## config.mk

```make
export PLATFORM = sky130hd
export DESIGN_NAME = reg_bus_arbiter
export DESIGN_NICKNAME = d
export VERILOG_FILES = /design/src/rtl/reg_bus_arbiter.sv
export SDC_FILE = /design/constraint.sdc
export NUM_CORES = 1
export LEC_CHECK = 0
export ABC_CLOCK_PERIOD_IN_PS = 1500
export BUFFER_PORTS_ARGS = -buffer_cell sky130_fd_sc_hd__buf_2
export CORE_AREA = 2 2 160 162
export CTS_BUF_LIST = sky130_fd_sc_hd__clkbuf_8
export CTS_CLUSTER_DIAMETER = 50
export DETAILED_ROUTE_END_ITERATION = 16
export DIE_AREA = 0 0 162 164
export HOLD_SLACK_MARGIN = 0.06
export SLEW_MARGIN = 10
export SYNTH_ARGS = -nofsm -noshare
export SYNTH_HDL_FRONTEND = slang
export SYNTH_SLANG_ARGS = --single-unit
```

## constraint.sdc

```tcl
create_clock -name clk_i -period 1.5 [get_ports clk_i]
set_input_delay 0.075 -clock clk_i [delete_from_list [all_inputs] [get_ports clk_i]]
set_output_delay 0.075 -clock clk_i [all_outputs]
set_load 0.01 [all_outputs]
```

## src/rtl/reg_bus_arbiter.sv

```systemverilog
// Round-robin arbiter sharing one register-bus target between NumReq requesters.
// Optional watchdog compiled in with `define XALP_REG_ARB_TIMEOUT_EN.
module reg_bus_arbiter #(
  parameter int unsigned NumReq        = 2,
  parameter int unsigned AddrWidth     = 64,
  parameter int unsigned DataWidth     = 32,
  parameter int unsigned TimeoutCycles = 256
) (
  input  logic                                 clk_i,
  input  logic                                 rst_i,
  input  logic [NumReq-1:0]                    req_valid_i,
  input  logic [NumReq-1:0]                    req_write_i,
  input  logic [NumReq-1:0][AddrWidth-1:0]     req_addr_i,
  input  logic [NumReq-1:0][DataWidth-1:0]     req_wdata_i,
  input  logic [NumReq-1:0][DataWidth/8-1:0]   req_wstrb_i,
  output logic [NumReq-1:0]                    req_ready_o,
  output logic [NumReq-1:0][DataWidth-1:0]     req_rdata_o,
  output logic [NumReq-1:0]                    req_error_o,
  output logic                                 tgt_valid_o,
  output logic                                 tgt_write_o,
  output logic [AddrWidth-1:0]                 tgt_addr_o,
  output logic [DataWidth-1:0]                 tgt_wdata_o,
  output logic [DataWidth/8-1:0]               tgt_wstrb_o,
  input  logic                                 tgt_ready_i,
  input  logic [DataWidth-1:0]                 tgt_rdata_i,
  input  logic                                 tgt_error_i,
  output logic [NumReq-1:0]                    grant_o,
  output logic                                 busy_o,
  output logic                                 timeout_o,
  input  logic                                 timeout_clr_i
);

  localparam int unsigned IdxW  = $clog2(NumReq);
  localparam int unsigned StrbW = DataWidth / 8;

  typedef enum logic [0:0] {
    IDLE = 1'b0,
    BUSY = 1'b1
  } state_e;

  state_e                  state_r;
  logic [NumReq-1:0]       grant_r;
  logic [IdxW-1:0]         grant_idx_r;
  logic [IdxW-1:0]         ptr_r;
  logic                    busy_r;

  logic                    busy_s;
  logic                    g_valid_s;
  logic                    done_s;
  logic                    abort_s;
  logic                    expire_s;
  logic                    end_s;
  logic [IdxW-1:0]         pick_s;
  logic [IdxW-1:0]         next_ptr_s;

  // First valid index at or after ptr, wrapping modulo NumReq.
  function automatic logic [IdxW-1:0] rr_pick(input logic [NumReq-1:0] valid,
                                              input logic [IdxW-1:0]   ptr);
    logic [IdxW-1:0] idx;
    int unsigned     best_off;
    int unsigned     off;
    idx      = ptr;
    best_off = NumReq;
    for (int unsigned c = 0; c < NumReq; c++) begin
      off = (c + NumReq - 32'(ptr)) % NumReq;
      if (valid[c] && (off < best_off)) begin
        best_off = off;
        idx      = IdxW'(c);
      end else begin
        idx = idx;
      end
    end
    return idx;
  endfunction

  assign busy_s     = (state_r == BUSY);
  assign g_valid_s  = req_valid_i[grant_idx_r];
  assign pick_s     = rr_pick(req_valid_i, ptr_r);
  assign next_ptr_s = (grant_idx_r == IdxW'(NumReq - 1)) ? '0 : grant_idx_r + IdxW'(1);
  assign done_s     = busy_s & tgt_ready_i;
  assign abort_s    = busy_s & ~tgt_ready_i & ~g_valid_s;
  assign end_s      = done_s | abort_s | expire_s;

`ifdef XALP_REG_ARB_TIMEOUT_EN
  localparam int unsigned          CntW         = $clog2(TimeoutCycles);
  localparam logic [CntW-1:0]      CntLast      = CntW'(TimeoutCycles - 1);
  localparam logic [31:0]          TimeoutWord  = 32'hBADCAB1E;
  localparam logic [DataWidth-1:0] TimeoutRdata = DataWidth'(TimeoutWord);

  logic [CntW-1:0] wd_cnt_r;
  logic            timeout_r;

  // A still-requested transaction that reaches the limit without ready is terminated.
  assign expire_s  = busy_s & ~tgt_ready_i & g_valid_s & (wd_cnt_r == CntLast);
  assign timeout_o = timeout_r;

  // Watchdog counter and sticky timeout flag; expiry beats a same-cycle clear.
  always_ff @(posedge clk_i or posedge rst_i) begin
    if (rst_i) begin
      wd_cnt_r  <= '0;
      timeout_r <= 1'b0;
    end else begin
      if ((state_r == IDLE) && (|req_valid_i)) begin
        wd_cnt_r <= '0;
      end else if (busy_s && !tgt_ready_i && (wd_cnt_r != CntLast)) begin
        wd_cnt_r <= wd_cnt_r + CntW'(1);
      end else begin
        wd_cnt_r <= wd_cnt_r;
      end
      if (expire_s) begin
        timeout_r <= 1'b1;
      end else if (timeout_clr_i) begin
        timeout_r <= 1'b0;
      end else begin
        timeout_r <= timeout_r;
      end
    end
  end
`else
  logic unused_s;

  assign expire_s  = 1'b0;
  assign timeout_o = 1'b0;
  assign unused_s  = timeout_clr_i ^ (TimeoutCycles == 32'd0);
`endif

  // Target request forwarding and response routing to the granted requester.
  always_comb begin
    req_ready_o = '0;
    req_rdata_o = '0;
    req_error_o = '0;
    tgt_valid_o = 1'b0;
    tgt_write_o = 1'b0;
    tgt_addr_o  = '0;
    tgt_wdata_o = '0;
    tgt_wstrb_o = {StrbW{1'b0}};
    if (busy_s) begin
      tgt_valid_o = g_valid_s & ~expire_s;
      tgt_write_o = req_write_i[grant_idx_r];
      tgt_addr_o  = req_addr_i[grant_idx_r];
      tgt_wdata_o = req_wdata_i[grant_idx_r];
      tgt_wstrb_o = req_wstrb_i[grant_idx_r];
      req_ready_o[grant_idx_r] = tgt_ready_i | expire_s;
      req_error_o[grant_idx_r] = tgt_error_i | expire_s;
`ifdef XALP_REG_ARB_TIMEOUT_EN
      req_rdata_o[grant_idx_r] = expire_s ? TimeoutRdata : tgt_rdata_i;
`else
      req_rdata_o[grant_idx_r] = tgt_rdata_i;
`endif
    end else begin
      tgt_valid_o = 1'b0;
    end
  end

  // Arbitration FSM: grant in IDLE, hold through BUSY, rotate pointer on exit.
  always_ff @(posedge clk_i or posedge rst_i) begin
    if (rst_i) begin
      state_r     <= IDLE;
      grant_r     <= '0;
      grant_idx_r <= '0;
      ptr_r       <= '0;
      busy_r      <= 1'b0;
    end else begin
      case (state_r)
        IDLE: begin
          if (|req_valid_i) begin
            state_r     <= BUSY;
            grant_idx_r <= pick_s;
            grant_r     <= NumReq'(1) << pick_s;
            busy_r      <= 1'b1;
          end else begin
            state_r <= IDLE;
          end
        end
        BUSY: begin
          if (end_s) begin
            state_r <= IDLE;
            grant_r <= '0;
            busy_r  <= 1'b0;
            ptr_r   <= next_ptr_s;
          end else begin
            state_r <= BUSY;
          end
        end
        default: begin
          state_r <= IDLE;
          grant_r <= '0;
          busy_r  <= 1'b0;
        end
      endcase
    end
  end

  assign grant_o = grant_r;
  assign busy_o  = busy_r;

endmodule

```

## Word-level counts from Yosys, hierarchy flattened

Cells that the tools add are included.

| storage, ports and cells | value |
|---|---|
| register bits | 6 |
| bits in latches | 0 |
| memory bits (writable) | 0 |
| bits in read-only memories | 0 |
| input bits | 241 |
| output and inout port bits | 174 |
| memories kept | 0 |

| operators by class | value |
|---|---|
| add/subtract/negate cells | 3 |
| multiply operators | 0 |
| div/mod/pow operators | 0 |
| magnitude comparators | 4 |
| eq/ne operators | 2 |
| shift-type cells | 1 |
| mux-type cells | 35 |
| bitwise gates (word level) | 10 |
| reduce and logical (&&, ||, !) cells | 7 |

Operators by type and width:

| cell | count |
|---|---|
| $mux 64 | 4 |
| $mux 32 | 4 |
| $and 64x64->64 | 1 |
| $demux 32 s1 | 1 |
| $mux 1 | 14 |
| $mux 4 | 3 |
| $mux 2 | 5 |
| $reduce_and 2->1 | 3 |
| $and 2x2->2 | 2 |
| $lt 1x2->1 const B | 2 |
| $pmux 1 s2 | 2 |
| $pmux 2 s2 | 1 |
| $and 1x1->1 | 3 |
| $logic_and 1x1->1 | 3 |
| $not 1->1 | 3 |
| $lt 1x2->1 | 1 |
| $ne 2x1->1 const B | 1 |
| $ne 2x2->1 const B | 1 |
| $reduce_or 2->1 | 1 |
| $shl 1x1->2 const A | 1 |
| $sub 1x1->1 const A | 2 |
| $add 1x1->1 const B | 1 |
| $demux 1 s1 | 1 |
| $ge 1x1->1 const B | 1 |
| $or 1x1->1 | 1 |

## Depth between registers and ports, before layout

| logic depth | value |
|---|---|
| depth after elaboration | 10 |
| depth in mapped cells | 5 |
| mapped depth without buffers | 3 |

## Worst setup path after synthesis

OpenSTA, ideal clock, no wires.

| path | value |
|---|---|
| path type | register -> output |
| from | register grant_idx_r |
| to | output port tgt_addr_o[10] |
| arrival time | 1,046 ps |
| slack | 379 ps |
| cell stages (with the launch flop) | 6 |
| buffers on the path | 3 |
| cells stage by stage | dfrtp_1 > buf_6 > buf_12 > buf_8 > mux2i_1 > nor2_1 |

| on the way | value |
|---|---|
| word-level cells in the longest chain between the ends | 3 |

RTL lines:

| item | RTL line | source |
|---|---|---|
| from (decl) | 43 | `logic [IdxW-1:0] grant_idx_r;` |
| from (signal assigned) | 168 | `grant_idx_r <= pick_s;` |
| $mux 64 (not written as such) (2 in a row) | 140 | `tgt_addr_o = req_addr_i[grant_idx_r];` |
| $mux 64 | 137 | `if (busy_s) begin` |
| to (decl) | 21 | `output logic [AddrWidth-1:0] tgt_addr_o,` |

Every way passes these cells. The select of a mux whose other input is x is not followed.

## Worst setup path after layout

| path | value |
|---|---|
| from | register grant_idx_r |
| to | output port tgt_addr_o[47] |

Same word-level chain as after synthesis.

==> impl_results.md <==
- Result of the run: complete, but fails checks
- Failing checks: negative setup slack
- RSZ-0062 raised after global routing: true
- Required time of the critical path: 1.42 ns
- Crit-path max FO: 6
- Ys Warns: 0
- Fill cells: 2793
- Vias in the first global route: 3352
- Post-Syn Area: 0.002437 mm^2
- Slew Limit Fails: 0
- Syn Area/Cell: 7.169 um^2
- Global route overflow: 0
- Synth-to-Final Area Change: 113.0%
- GP Congestion: 0.7703
- ANT cells: 0
- Final nets: 995
- Fmax: 0.6198 GHz
- Register-to-Register Setup Slack: 0.09 ns
- Fin util: 0.2092
- FF-to-FF path depth: 4
- CTS tree: yes
- Skew final: 0.002214 ns
- WHS Endpoint: grant_idx_r$_DFFE_PP0P_
- Hold Crit Class: input pin to flip-flop
- Pwr per Cell Area: 1357 mW/mm^2
- Final setup margin: -0.1135 ns
- Worst-path clk slew: 0.04 ns
- Synth cell types: 28
- Nature of the critical path endpoint: primary output
- # H-tree levels: 1
- Multi-input logic area: 0.002056 mm^2
- Final min period: 1.614 ns
- Post-place setup slack: 0.09143 ns
- Core area: 0.02482 mm^2
- Setup CP Type: flip-flop to primary output
- Mapped Cells: 340
- Die Ht: 164 um
- DRT Pass-1 Iters: 4
- Boundary pin count: 415
- Hold path depth: 2
- Layout cells sized above 1: 0.6149
- Leakage: 3.252 nW
- Root buf cell: clkbuf_8
- Fin crit share: 1.076
- Register area: 153.9 um^2
- First-pass GRT wire length: 17220 um
- Die Wd: 162 um
- Synthesized flop and latch total: 6
- # rows: 58
- Final WL: 12950 um
- CTS sink count: 6
- GRT Overall Usage: 0.08066
- Fin Hold WS: 0.1653 ns
- RR Endpoint: grant_o[0]$_DFFE_PP0P_
- Max Cap Viol: 0
- Startpoint Class: flip-flop
- Setup violators final: 128
- Vias: 3946
- Initial Util: 0.09821
- Clock tree buffer depth: 2
- Final hold vios: 0
- Initial antenna violation count: 0
- I/O Buffers: 412
- Final ANT Viol Nets: 0
- Cts bufs inserted: 3
- Drt initial violations: 162
- DR WL/cell: 11.95 um
- Max VDD drop: 0.0005313 V
- Clk_lat worst skew: 0.22 ns
- Net count after synthesis: 581
- Vias/cell: 3.644
- Post-synthesis sequential area ratio: 0.06160
- Hold_sp: req_valid_i[0]
- Largest net degree at the start of global routing: 68
- R2R Path Start: grant_idx_r$_DFFE_PP0P_
- Residual DRC count: 0
- CP arrival: 1.54 ns
- Die area: 0.02657 mm^2
- Final HPWL DP: 10410 um
==> stage by stage <==
stage               TNS (ns)  std cells  total power (W)  cell area (um^2)
finish                -7.252       1083         0.007042              5191
global route          -20.27       1083         0.007575              5191
CTS                   -9.890       1081         0.006842              5090
detailed placement         0       1071         0.006024              4852
global placement           0       1071         0.005959              4852
floorplan                  0        340         0.004097              2437
==> cells in the mapped netlist (all sizes together) <==
library cell,n,area (um^2)
a21bo,1,10.01
a21oi,3,15.01
a31oi,1,6.260
a32oi,1,8.760
and2,34,212.7
and3,34,212.7
buf,27,275.3
clkbuf,8,32.53
conb,1,3.750
dfrtp,6,150.1
inv,2,7.500
mux2i,102,1021
nand2,4,15.01
nand2b,1,6.260
nor2,105,401.6
nor2b,2,12.51
nor3b,1,7.510
o21ai,5,25.02
or2,1,6.260
or2b,1,7.510
==> critical path, cell delays in order (launching register included) <==
cell       delay [ns]
dfrtp_4          0.56
clkbuf_16        0.20
buf_4            0.15
mux2i_1          0.11
nor2_1           0.12
buf_2            0.16
==> registers in the layout (all words and copies together), names as in the netlist <==
register     flops
busy_o           1
busy_s           1
grant_idx_r      1
grant_o          2
ptr_r            1
==> layout make-up <==
type                    count  share of cell area
repair buffers            444              0.4845
well taps                 330             0.07954
clock buffers               3            0.007954
multi-input cells         297              0.3960
clock inverters             1           0.0007231
flip-flops and latches      6             0.02965
inverters                   2            0.001687
==> cell usage in the layout (no fill, tap or decap), types with 4 or more instances in the layout <==
| cell type | n |
|---|---|
| buf_6 | 10 |
| and3_1 | 33 |
| mux2i_2 | 7 |
| buf_12 | 5 |
| buf_4 | 8 |
| dfrtp_1 | 5 |
| nor2_1 | 103 |
| buf_2 | 411 |
| mux2i_4 | 4 |
| buf_8 | 6 |
| and2_1 | 34 |
| mux2i_1 | 91 |
| nand2_1 | 4 |
==> kinds of logic after synthesis <==
| logic type | share of synthesized area |
|---|---|
| simple gates | 0.3619 |
| other cells | 0.001539 |
| mux | 0.4189 |
| buf+inv | 0.1294 |
| flops | 0.06160 |
| compound gates | 0.02669 |
==> per-layer routing <==
layer  share of wire  global-route usage  vias up
li1                -                   -     1960
met3           0.085            0.006566        2
met4          0.0015             0.01006        0
met1            0.38             0.09764     1750
met5               0                   0        -
met2            0.53              0.1580      234
==> repair_timing <==
item / in CTS / in global routing
endpoints found under the hold margin: 6 / 0
pin swaps: 1 / 3
gates resized for setup: 23 / 17
hold buffers: 1 / 0
buffers inserted: 3 / 1
setup endpoints to repair: 93 / 169
gates cloned: 2 / 1
==> power by group <==
group / switching (W) / leakage, nW / total (W) / internal, W
clock: 0.0000751 / 0.0269 / 0.000251 / 0.000176
sequential: 0.000103 / 0.0714 / 0.000339 / 0.000235
combinational: 0.00319 / 3.15 / 0.00645 / 0.00326
==> how the worst max path moves through the flow <==
stage	endpoint	depth (start not counted)	slack, ns	startpoint
after floorplan	tgt_addr_o[10]	5	0.38	grant_idx_r$_DFFE_PP0P_
after global placement	tgt_addr_o[27]	5	0.11	grant_idx_r$_DFFE_PP0P_
after detailed placement	tgt_addr_o[31]	5	0.09	grant_idx_r$_DFFE_PP0P_
after CTS	tgt_addr_o[27]	5	-0.15	grant_idx_r$_DFFE_PP0P_
after global routing	tgt_wstrb_o[0]	5	-0.19	grant_idx_r$_DFFE_PP0P_
final	tgt_addr_o[47]	5	-0.11	grant_idx_r$_DFFE_PP0P_
(Power assumes the default switching activity.)
